[src/rtl/spi_slave_gen_if.sv]
// rtl/spi_slave_gen_if.sv - SPI pins plus RAM-side handshake bundle for spi_slave_gen
interface spi_slave_gen_if #(
  parameter int DATA_W = 8
);
  logic              ss_n;
  logic              mosi;
  logic              tx_valid;
  logic [DATA_W-1:0] tx_data;
  logic              miso;
  logic              rx_valid;
  logic [DATA_W+1:0] rx_data;
  logic              busy;
  logic              frame_err;
  logic              rd_pending;

  modport slave (
    input  ss_n, mosi, tx_valid, tx_data,
    output miso, rx_valid, rx_data, busy, frame_err, rd_pending
  );

  modport master (
    output ss_n, mosi, tx_valid, tx_data,
    input  miso, rx_valid, rx_data, busy, frame_err, rd_pending
  );
endinterface

[src/rtl/spi_slave_gen.sv]
// rtl/spi_slave_gen.sv - parametrised SPI slave front-end for the single-port RAM
// Frames are {cmd[1:0], payload}; mosi is sampled once per clk while ss_n is low.
module spi_slave_gen #(
  parameter int DATA_W     = 8,
  parameter int MSB_FIRST  = 1,
  parameter int TX_TIMEOUT = 16
) (
  input  logic           clk_i,
  input  logic           rst_i,
  spi_slave_gen_if.slave bus_io
);
  localparam int F  = DATA_W + 2;
  localparam int CW = $clog2(F);
  localparam int TW = $clog2(TX_TIMEOUT + 1);
  localparam logic [CW-1:0] CNT_RX   = CW'(F - 1);
  localparam logic [CW-1:0] CNT_TX   = CW'(DATA_W - 1);
  localparam logic [TW-1:0] TMO_LAST = TW'(TX_TIMEOUT - 1);

  typedef enum logic [2:0] {IDLE, CHK_CMD, RX, WAIT_TX, TX, DONE} state_t;

  state_t            state_q;
  logic [CW-1:0]     cnt_q;
  logic [TW-1:0]     tmo_q;
  logic [1:0]        cmd_q;
  logic [DATA_W-1:0] pay_q, pay_d;
  logic [DATA_W-1:0] txsh_q, txsh_d;
  logic              tx_bit;
  logic              miso_q, rx_valid_q, frame_err_q, rd_pending_q;
  logic [F-1:0]      rx_data_q;

  always_comb begin
    pay_d  = pay_q;
    txsh_d = txsh_q;
    tx_bit = 1'b0;
    if (MSB_FIRST != 0) begin
      pay_d  = (pay_q << 1) | DATA_W'(bus_io.mosi);
      txsh_d = txsh_q << 1;
      tx_bit = txsh_q[DATA_W-1];
    end else begin
      pay_d  = (pay_q >> 1) | (DATA_W'(bus_io.mosi) << (DATA_W - 1));
      txsh_d = txsh_q >> 1;
      tx_bit = txsh_q[0];
    end
  end

  always_ff @(posedge clk_i) begin
    if (rst_i) begin
      state_q      <= IDLE;
      cnt_q        <= '0;
      tmo_q        <= '0;
      cmd_q        <= '0;
      pay_q        <= '0;
      txsh_q       <= '0;
      miso_q       <= 1'b0;
      rx_valid_q   <= 1'b0;
      rx_data_q    <= '0;
      frame_err_q  <= 1'b0;
      rd_pending_q <= 1'b0;
    end else begin
      rx_valid_q  <= 1'b0;
      frame_err_q <= 1'b0;
      case (state_q)
        IDLE: begin
          miso_q <= 1'b0;
          cnt_q  <= '0;
          tmo_q  <= '0;
          if (!bus_io.ss_n) state_q <= CHK_CMD;
        end
        CHK_CMD: begin
          if (bus_io.ss_n) begin
            state_q     <= IDLE;
            frame_err_q <= 1'b1;
          end else begin
            cmd_q[1] <= bus_io.mosi;
            cnt_q    <= CNT_RX;
            state_q  <= RX;
          end
        end
        RX: begin
          // The load cycle completes the frame, so a release seen here is not an abort.
          if (cnt_q == '0) begin
            rx_data_q  <= {cmd_q, pay_q};
            rx_valid_q <= 1'b1;
            if (cmd_q == 2'b11) begin
              tmo_q   <= '0;
              state_q <= WAIT_TX;
            end else begin
              if (cmd_q == 2'b10) rd_pending_q <= 1'b1;
              state_q <= DONE;
            end
          end else if (bus_io.ss_n) begin
            state_q     <= IDLE;
            frame_err_q <= 1'b1;
            cnt_q       <= '0;
          end else begin
            if (cnt_q == CNT_RX) cmd_q[0] <= bus_io.mosi;
            else                 pay_q    <= pay_d;
            cnt_q <= cnt_q - 1'b1;
          end
        end
        WAIT_TX: begin
          if (bus_io.ss_n) begin
            state_q     <= IDLE;
            frame_err_q <= 1'b1;
            tmo_q       <= '0;
          end else if (bus_io.tx_valid) begin
            txsh_q  <= bus_io.tx_data;
            cnt_q   <= CNT_TX;
            tmo_q   <= '0;
            state_q <= TX;
          end else if (tmo_q == TMO_LAST) begin
            frame_err_q  <= 1'b1;
            rd_pending_q <= 1'b0;
            tmo_q        <= '0;
            state_q      <= DONE;
          end else begin
            tmo_q <= tmo_q + 1'b1;
          end
        end
        TX: begin
          if (bus_io.ss_n) begin
            state_q     <= IDLE;
            frame_err_q <= 1'b1;
            miso_q      <= 1'b0;
            cnt_q       <= '0;
          end else begin
            miso_q <= tx_bit;
            txsh_q <= txsh_d;
            if (cnt_q == '0) begin
              rd_pending_q <= 1'b0;
              state_q      <= DONE;
            end else begin
              cnt_q <= cnt_q - 1'b1;
            end
          end
        end
        DONE: begin
          miso_q <= 1'b0;
          if (bus_io.ss_n) state_q <= IDLE;
        end
        default: state_q <= IDLE;
      endcase
    end
  end

  assign bus_io.miso       = miso_q;
  assign bus_io.rx_valid   = rx_valid_q;
  assign bus_io.rx_data    = rx_data_q;
  assign bus_io.busy       = (state_q != IDLE);
  assign bus_io.frame_err  = frame_err_q;
  assign bus_io.rd_pending = rd_pending_q;
endmodule

[src/flat_wrapper.sv]
// flat-port wrapper written by rule: the top's interface ports become plain ports
module spi_slave_gen_flat 
#(
  parameter int DATA_W     = 8,
  parameter int MSB_FIRST  = 1,
  parameter int TX_TIMEOUT = 16
)
  (clk_i, rst_i, bus_io_ss_n, bus_io_mosi, bus_io_tx_valid, bus_io_tx_data, bus_io_miso, bus_io_rx_valid, bus_io_rx_data, bus_io_busy, bus_io_frame_err, bus_io_rd_pending);
  spi_slave_gen_if #(.DATA_W(DATA_W)) bus_io_i ();
  input  logic clk_i;
  input  logic rst_i;
  input wire logic [$bits(bus_io_i.ss_n)-1:0] bus_io_ss_n;
  input wire logic [$bits(bus_io_i.mosi)-1:0] bus_io_mosi;
  input wire logic [$bits(bus_io_i.tx_valid)-1:0] bus_io_tx_valid;
  input wire logic [$bits(bus_io_i.tx_data)-1:0] bus_io_tx_data;
  output wire logic [$bits(bus_io_i.miso)-1:0] bus_io_miso;
  output wire logic [$bits(bus_io_i.rx_valid)-1:0] bus_io_rx_valid;
  output wire logic [$bits(bus_io_i.rx_data)-1:0] bus_io_rx_data;
  output wire logic [$bits(bus_io_i.busy)-1:0] bus_io_busy;
  output wire logic [$bits(bus_io_i.frame_err)-1:0] bus_io_frame_err;
  output wire logic [$bits(bus_io_i.rd_pending)-1:0] bus_io_rd_pending;
  assign bus_io_i.ss_n = bus_io_ss_n;
  assign bus_io_i.mosi = bus_io_mosi;
  assign bus_io_i.tx_valid = bus_io_tx_valid;
  assign bus_io_i.tx_data = bus_io_tx_data;
  assign bus_io_miso = bus_io_i.miso;
  assign bus_io_rx_valid = bus_io_i.rx_valid;
  assign bus_io_rx_data = bus_io_i.rx_data;
  assign bus_io_busy = bus_io_i.busy;
  assign bus_io_frame_err = bus_io_i.frame_err;
  assign bus_io_rd_pending = bus_io_i.rd_pending;
  spi_slave_gen #(.DATA_W(DATA_W), .MSB_FIRST(MSB_FIRST), .TX_TIMEOUT(TX_TIMEOUT)) u_core (.clk_i(clk_i), .rst_i(rst_i), .bus_io(bus_io_i));
endmodule
[config.mk]
export PLATFORM = sky130hd
export DESIGN_NAME = spi_slave_gen_flat
export DESIGN_NICKNAME = d
export VERILOG_FILES = /design/src/rtl/spi_slave_gen_if.sv /design/src/rtl/spi_slave_gen.sv /design/src/flat_wrapper.sv
export SDC_FILE = /design/constraint.sdc
export NUM_CORES = 1
export LEC_CHECK = 0
export ABC_AREA = 1
export BUFFER_PORTS_ARGS = -buffer_cell sky130_fd_sc_hd__buf_4
export CORE_MARGIN = 2
export CORE_UTILIZATION = 45
export DETAILED_ROUTE_END_ITERATION = 16
export SYNTH_ARGS = -nofsm -noshare
export SYNTH_HDL_FRONTEND = slang
export SYNTH_SLANG_ARGS = --single-unit
[constraint.sdc]
create_clock -name clk_i -period 1.85 [get_ports clk_i]
set_clock_uncertainty 0.05 [all_clocks]
set_input_delay 0 -clock clk_i [delete_from_list [all_inputs] [get_ports clk_i]]
set_output_delay 0 -clock clk_i [all_outputs]
set_load 0.05 [all_outputs]
==> out/results.tsv, run 1 <==
metric	value	unit
WP data required	2050	ps
CTS tree	done	
share of layout cells above drive strength 1	18.0	%
overall power	0.00230	W
I/O pin count	28	
post-placement cell count	398	
WHS	27.0	ps
vias in the first global route	1860	
initial antenna violation count	0	
largest net degree at the start of global routing	28	
DIE WIDTH	73.5	µm
Psw	0.000707	W
Post-Layout Cell Count	410	
Slew @ Worst Pin	359	ps
Syn Area/Cell	6.74	µm²
nets	372	
height of the chip	73.5	µm
Worst setup EP type	flip-flop	
Ant. Diodes	0	
drc violations	0	
Final period util	91.4	%
Rows	25	
post-synthesis cell count	323	
synthesized cell area	2180	µm²
# port buffers	27	
Worst Path Arrival	1890	ps
Via density	5.09	
Post-synth EDFFs	0	
internal power	0.00159	W
cts bufs inserted	5	
HPWL after detailed placement	3.49	mm
post-route worst setup slack	159	ps
register clock-pin slew on the reported worst setup and hold paths	90	ps
clock buffer depth	2	
clock share of power	34.7	%
status	complete, no violations	
syn nets	340	
worst-path fanout max	6	
drt total wl	4.90	mm
crit start category	flip-flop	
# clock sinks	44	
endpoints failing setup	0	
worst rel slew slack	76.0	%
Initial DRC Count	77	
sequential fraction of the synthesis area	40.5	%
worst slack after detailed placement	163	ps
max-cap violation count	0	
worst min path class	input pin to flip-flop	
Synth Flop Type	dfxtp_1	
Synth cell types	28	
Yosys reg bits	44	
Root Driver	clkbuf_8	
GP Congestion	0.906	
Leak Pwr	1.18	nW
Core Region	4690	µm²
Skew-Pair Late Insertion Delay	300	ps
Syn. warnings	0	
Die ar.	5410	µm²
gr ovfl total	0	
htree depth	2	
sw frac	30.8	%
Fmax	591	MHz
Final ANT Viol Nets	0	
WL/cell	12.0	µm
ys async rst share	0	%
VDD IR max	0.450	mV
pwr/cell area	886	nW/µm²
GRT Total Usage	19.5	%
Hold Vio Cnt, Final	0	
first-pass GRT wire length	8.20	mm
Slew Limit Fails	0	
via count	2087	
crit path kind	flip-flop to flip-flop	
Comb pwr share	20.7	%
area delta synth->final	19.1	%
Flop pwr share	44.6	%
DRT Pass-1 Iters	4	
crit path time final	1690	ps
initial core utilization	46.4	%
[layout make-up]
cell class / count / area, µm²
well taps: 54 / 67.6
clock inverters: 2 / 38.8
flip-flops and latches: 44 / 881
multi-input cells: 232 / 1110
inverters: 37 / 139
clock buffers: 6 / 82.6
repair buffers: 35 / 270
fillers: 488 / 2100
[cells by family (layout without fill, tap and decap cells)]
logic type	Yosys count	count (layout)	synth area share, %
compound gates	69	69	16.1
fa+ha+maj	4	4	2.30
buf+inv	47	80	8.68
flops	44	44	40.5
simple gates	159	159	32.4
[flip-flops by register name, summed over array words and instances, names as in the netlist]
signal	flops
u_core.tmo_q	5
u_core.bus_io.rx_valid	1
u_core.txsh_q	8
u_core.state_q	3
u_core.cnt_q	4
u_core.cmd_q	2
u_core.bus_io.rx_data	10
u_core.bus_io.rd_pending	1
u_core.bus_io.frame_err	1
u_core.pay_q	8
u_core.bus_io.miso	1
[cell usage after synthesis, types with 2 or more instances]
master / n / area (µm²)
a21oi_1: 25 / 125
nor2_1: 56 / 210
nand4_1: 3 / 18.8
o21ai_1: 2 / 10.0
nand3_1: 8 / 40.0
clkbuf_1: 4 / 15.0
nand2_2: 4 / 25.0
dfxtp_1: 44 / 881
ha_1: 4 / 50.1
nor2_2: 3 / 18.8
nand2_1: 76 / 285
inv_1: 32 / 120
inv_2: 5 / 18.8
buf_2: 4 / 20.0
o21ai_0: 40 / 200
[path summary, 6_finish.rpt]
kind | startpoint | end | slack (ps) | depth (start not counted)
max | u_core.cnt_q[0]$_SDFFE_PP0P_ | u_core.pay_q[2]$_SDFFE_PP0P_ | 160 | 8
min | bus_io_tx_data[3] | u_core.txsh_q[3]$_SDFFE_PP0P_ | 30 | 5
max reg2reg | u_core.cnt_q[0]$_SDFFE_PP0P_ | u_core.pay_q[2]$_SDFFE_PP0P_ | 160 | 8
min reg2reg | u_core.tmo_q[4]$_SDFFE_PP0P_ | u_core.tmo_q[4]$_SDFFE_PP0P_ | 400 | 2
[layer usage]
metal	share of wire, %	up-vias	track usage, %
li1	-	1090	-
met4	1.7	0	6.46
met5	0	-	0
met1	47	934	25.5
met2	45	54	31.1
met3	5.9	9	5.62
[critical path: stages (launching register included)]
cell     delay (ps)
dfxtp_1         370
inv_1            90
ha_1            240
nand2_2         120
nand2_2         110
nor3_4          310
buf_4           180
o21ai_0          70
nor2_1           90
[what timing repair did]
item,4_1_cts,5_1_grt
hold buffers,3,0
setup endpoints to repair,0,10
resized for setup,0,4
hold endpoints to repair,15,0
setup buffers,0,1
[metrics by stage]
step	instance area [µm²]	utilization (%)	setup TNS, ps
global placement	2430	51.7	0
global route	2590	55.3	-0.742
CTS	2580	54.9	0
floorplan	2180	-	0
detailed placement	2430	51.7	0
finish	2590	55.3	0
[power groups by stage]
stage	combinational [W]	sequential (W)	clock (W)
global route	0.000530	0.00103	0.000853
finish	0.000475	0.00103	0.000797
CTS	0.000469	0.00102	0.000821
detailed placement	0.000462	0.00105	0
floorplan	0.000282	0.00110	0
global placement	0.000466	0.00105	0
[layout by cell type (no fill, tap or decap), drive strengths merged]
cell / count
nand2: 81
nor2: 61
dfxtp: 44
o21ai: 42
inv: 37
buf: 32
a21oi: 25
nand3: 10
clkbuf: 6
ha: 4
nand4: 3
dlygate4sd3: 3
nor3: 3
o21bai: 1
o21a: 1
or2: 1
bufinv: 1
clkinv: 1
(Power assumes the default switching activity.)
==> run 2: changes to the inputs <==
- CTS_BUF_LIST: default -> sky130_fd_sc_hd__clkbuf_16
==> run 2 against run 1 <==
Register-to-register slack about the same. Critical path depth unchanged. Sequential share of layout area down 0.60 points. Non-clock buffer count unchanged. Via count fell by 1.8%. Sequential power about the same. Total power up 9.3%. Cell area is 1.8% higher. Routed wire length up 0.20%. Critical path type unchanged. Highest routed layer unchanged.
==> out/results.tsv, run 2 (synthesis results as in run 1) <==
metric	value	unit
status	complete, no violations	
Skew-Pair Late Insertion Delay	290	ps
pwr/cell area	951	nW/µm²
worst min path class	input pin to flip-flop	
Ant. Diodes	0	
Slew @ Worst Pin	361	ps
DRT Pass-1 Iters	4	
vias in the first global route	1878	
initial antenna violation count	0	
M1 wire length	2.36	mm
top routing layer in use	met4	
Initial DRC Count	109	
Met2 Wirelength	2.26	mm
most common cell after layout, fill and taps aside	nand2_1	
# port buffers	27	
Leak Pwr	1.20	nW
Die ar.	5410	µm²
CP delay by family, top	simple AND/OR/NAND/NOR gates	
nets	372	
height of the chip	73.5	µm
Slew Limit Fails	0	
worst rel slew slack	75.9	%
max-cap violation count	0	
via count	2050	
WL/cell	12.0	µm
largest net degree at the start of global routing	28	
CTS tree	done	
endpoints failing setup	0	
GRT Total Usage	19.5	%
WHS	49.7	ps
VDD IR max	0.502	mV
Hold Vio Cnt, Final	0	
I/O pin count	28	
slowest cell delay on critical path	370	ps
WP data required	2030	ps
initial core utilization	46.4	%
drt total wl	4.91	mm
first-pass GRT wire length	8.27	mm
Worst Path Arrival	1870	ps
htree depth	2	
Root Driver	clkbuf_16	
commonest cells after routing, fill and taps aside	nand2_1, nor2_1, dfxtp_1, o21ai_0, buf_4	
DIE WIDTH	73.5	µm
Post-Place Cell Area	2430	µm²
cell area after layout	2640	µm²
Core Region	4690	µm²
gr ovfl total	0	
crit path time final	1700	ps
clock buffer depth	2	
CP bufs+invs	2	
HPWL after detailed placement	3.49	mm
Final period util	91.7	%
register clock-pin slew on the reported worst setup and hold paths	70	ps
Via density	5.00	
share of layout cells above drive strength 1	17.7	%
Final ANT Viol Nets	0	
CP max stage cell	dfxtp_1	
routed wl met3	216	µm
# clock sinks	44	
drc violations	0	
critical-path cell list	inv_1, ha_1, nand2_2, nand2_2, nor3_4, buf_4, o21ai_0, nor2_1	
worst-path fanout max	6	
GP Congestion	0.906	
Largest register FFs	10	
Worst setup EP type	flip-flop	
area delta synth->final	21.3	%
crit start category	flip-flop	
crit path kind	flip-flop to flip-flop	
most frequent CP cell	nand2_2	
Rows	25	
Fmax	589	MHz
cts bufs inserted	5	
-- run 2: worst reg2reg max path: cells and delay by family, from the launching register on --
kind / cells / cell delay [ps]
AOI/OAI and AO/OA: 1 / 60
adders and majority gates: 1 / 240
buffers and inverters: 2 / 270
DFF: 1 / 370
and+or+nand+nor: 4 / 650
-- run 2: routing by layer --
metal / GRT usage [%] / vias up
met5: 0 / -
met1: 25.6 / 915
met3: 4.53 / 7
li1: - / 1091
met2: 31.1 / 37
met4: 7.68 / 0
-- run 2: what timing repair did --
| action | 4_1_cts | 5_1_grt |
|---|---|---|
| hold buffers | 3 | 0 |
| setup buffers | 0 | 1 |
| endpoints found under the hold margin | 15 | 0 |
| gates resized for setup | 0 | 4 |
| endpoints found under the setup margin | 0 | 8 |
-- run 2: worst paths after layout --
check        cells past startpoint                            end  slack [ps]                    startpoint
max reg2reg                      8   u_core.pay_q[2]$_SDFFE_PP0P_         150  u_core.cnt_q[0]$_SDFFE_PP0P_
min                              5  u_core.txsh_q[3]$_SDFFE_PP0P_          50             bus_io_tx_data[3]
min reg2reg                      2   u_core.tmo_q[4]$_SDFFE_PP0P_         390  u_core.tmo_q[4]$_SDFFE_PP0P_
max                              8   u_core.pay_q[2]$_SDFFE_PP0P_         150  u_core.cnt_q[0]$_SDFFE_PP0P_
-- run 2: cell type report --
type	count	area (µm²)
Multi-Input combinational cell	232	1110
Inverter	37	139
Fill cell	484	2050
Timing Repair Buffer	35	270
Sequential cell	44	881
Clock inverter	3	42.5
Clock buffer	5	125
Tap cell	54	67.6
-- run 2: where the power goes --
part | internal (W) | switching (W) | total (W)
clock network | 0.000635 | 0.000375 | 0.00101
registers | 0.000988 | 0.0000377 | 0.00103
logic | 0.000161 | 0.000314 | 0.000475
total | 0.00178 | 0.000726 | 0.00251
-- run 2: stage by stage --
step	TNS [ps]	setup WS [ps]	utilization, %	cells	total power, W
after floorplan	0	249	-	323	0.00138
after global placement	0	190	51.7	398	0.00151
after detailed placement	0	163	51.7	398	0.00151
after CTS	0	143	55.9	409	0.00253
after global routing	-0.919	-0.919	56.2	410	0.00263
final	0	154	56.2	410	0.00251
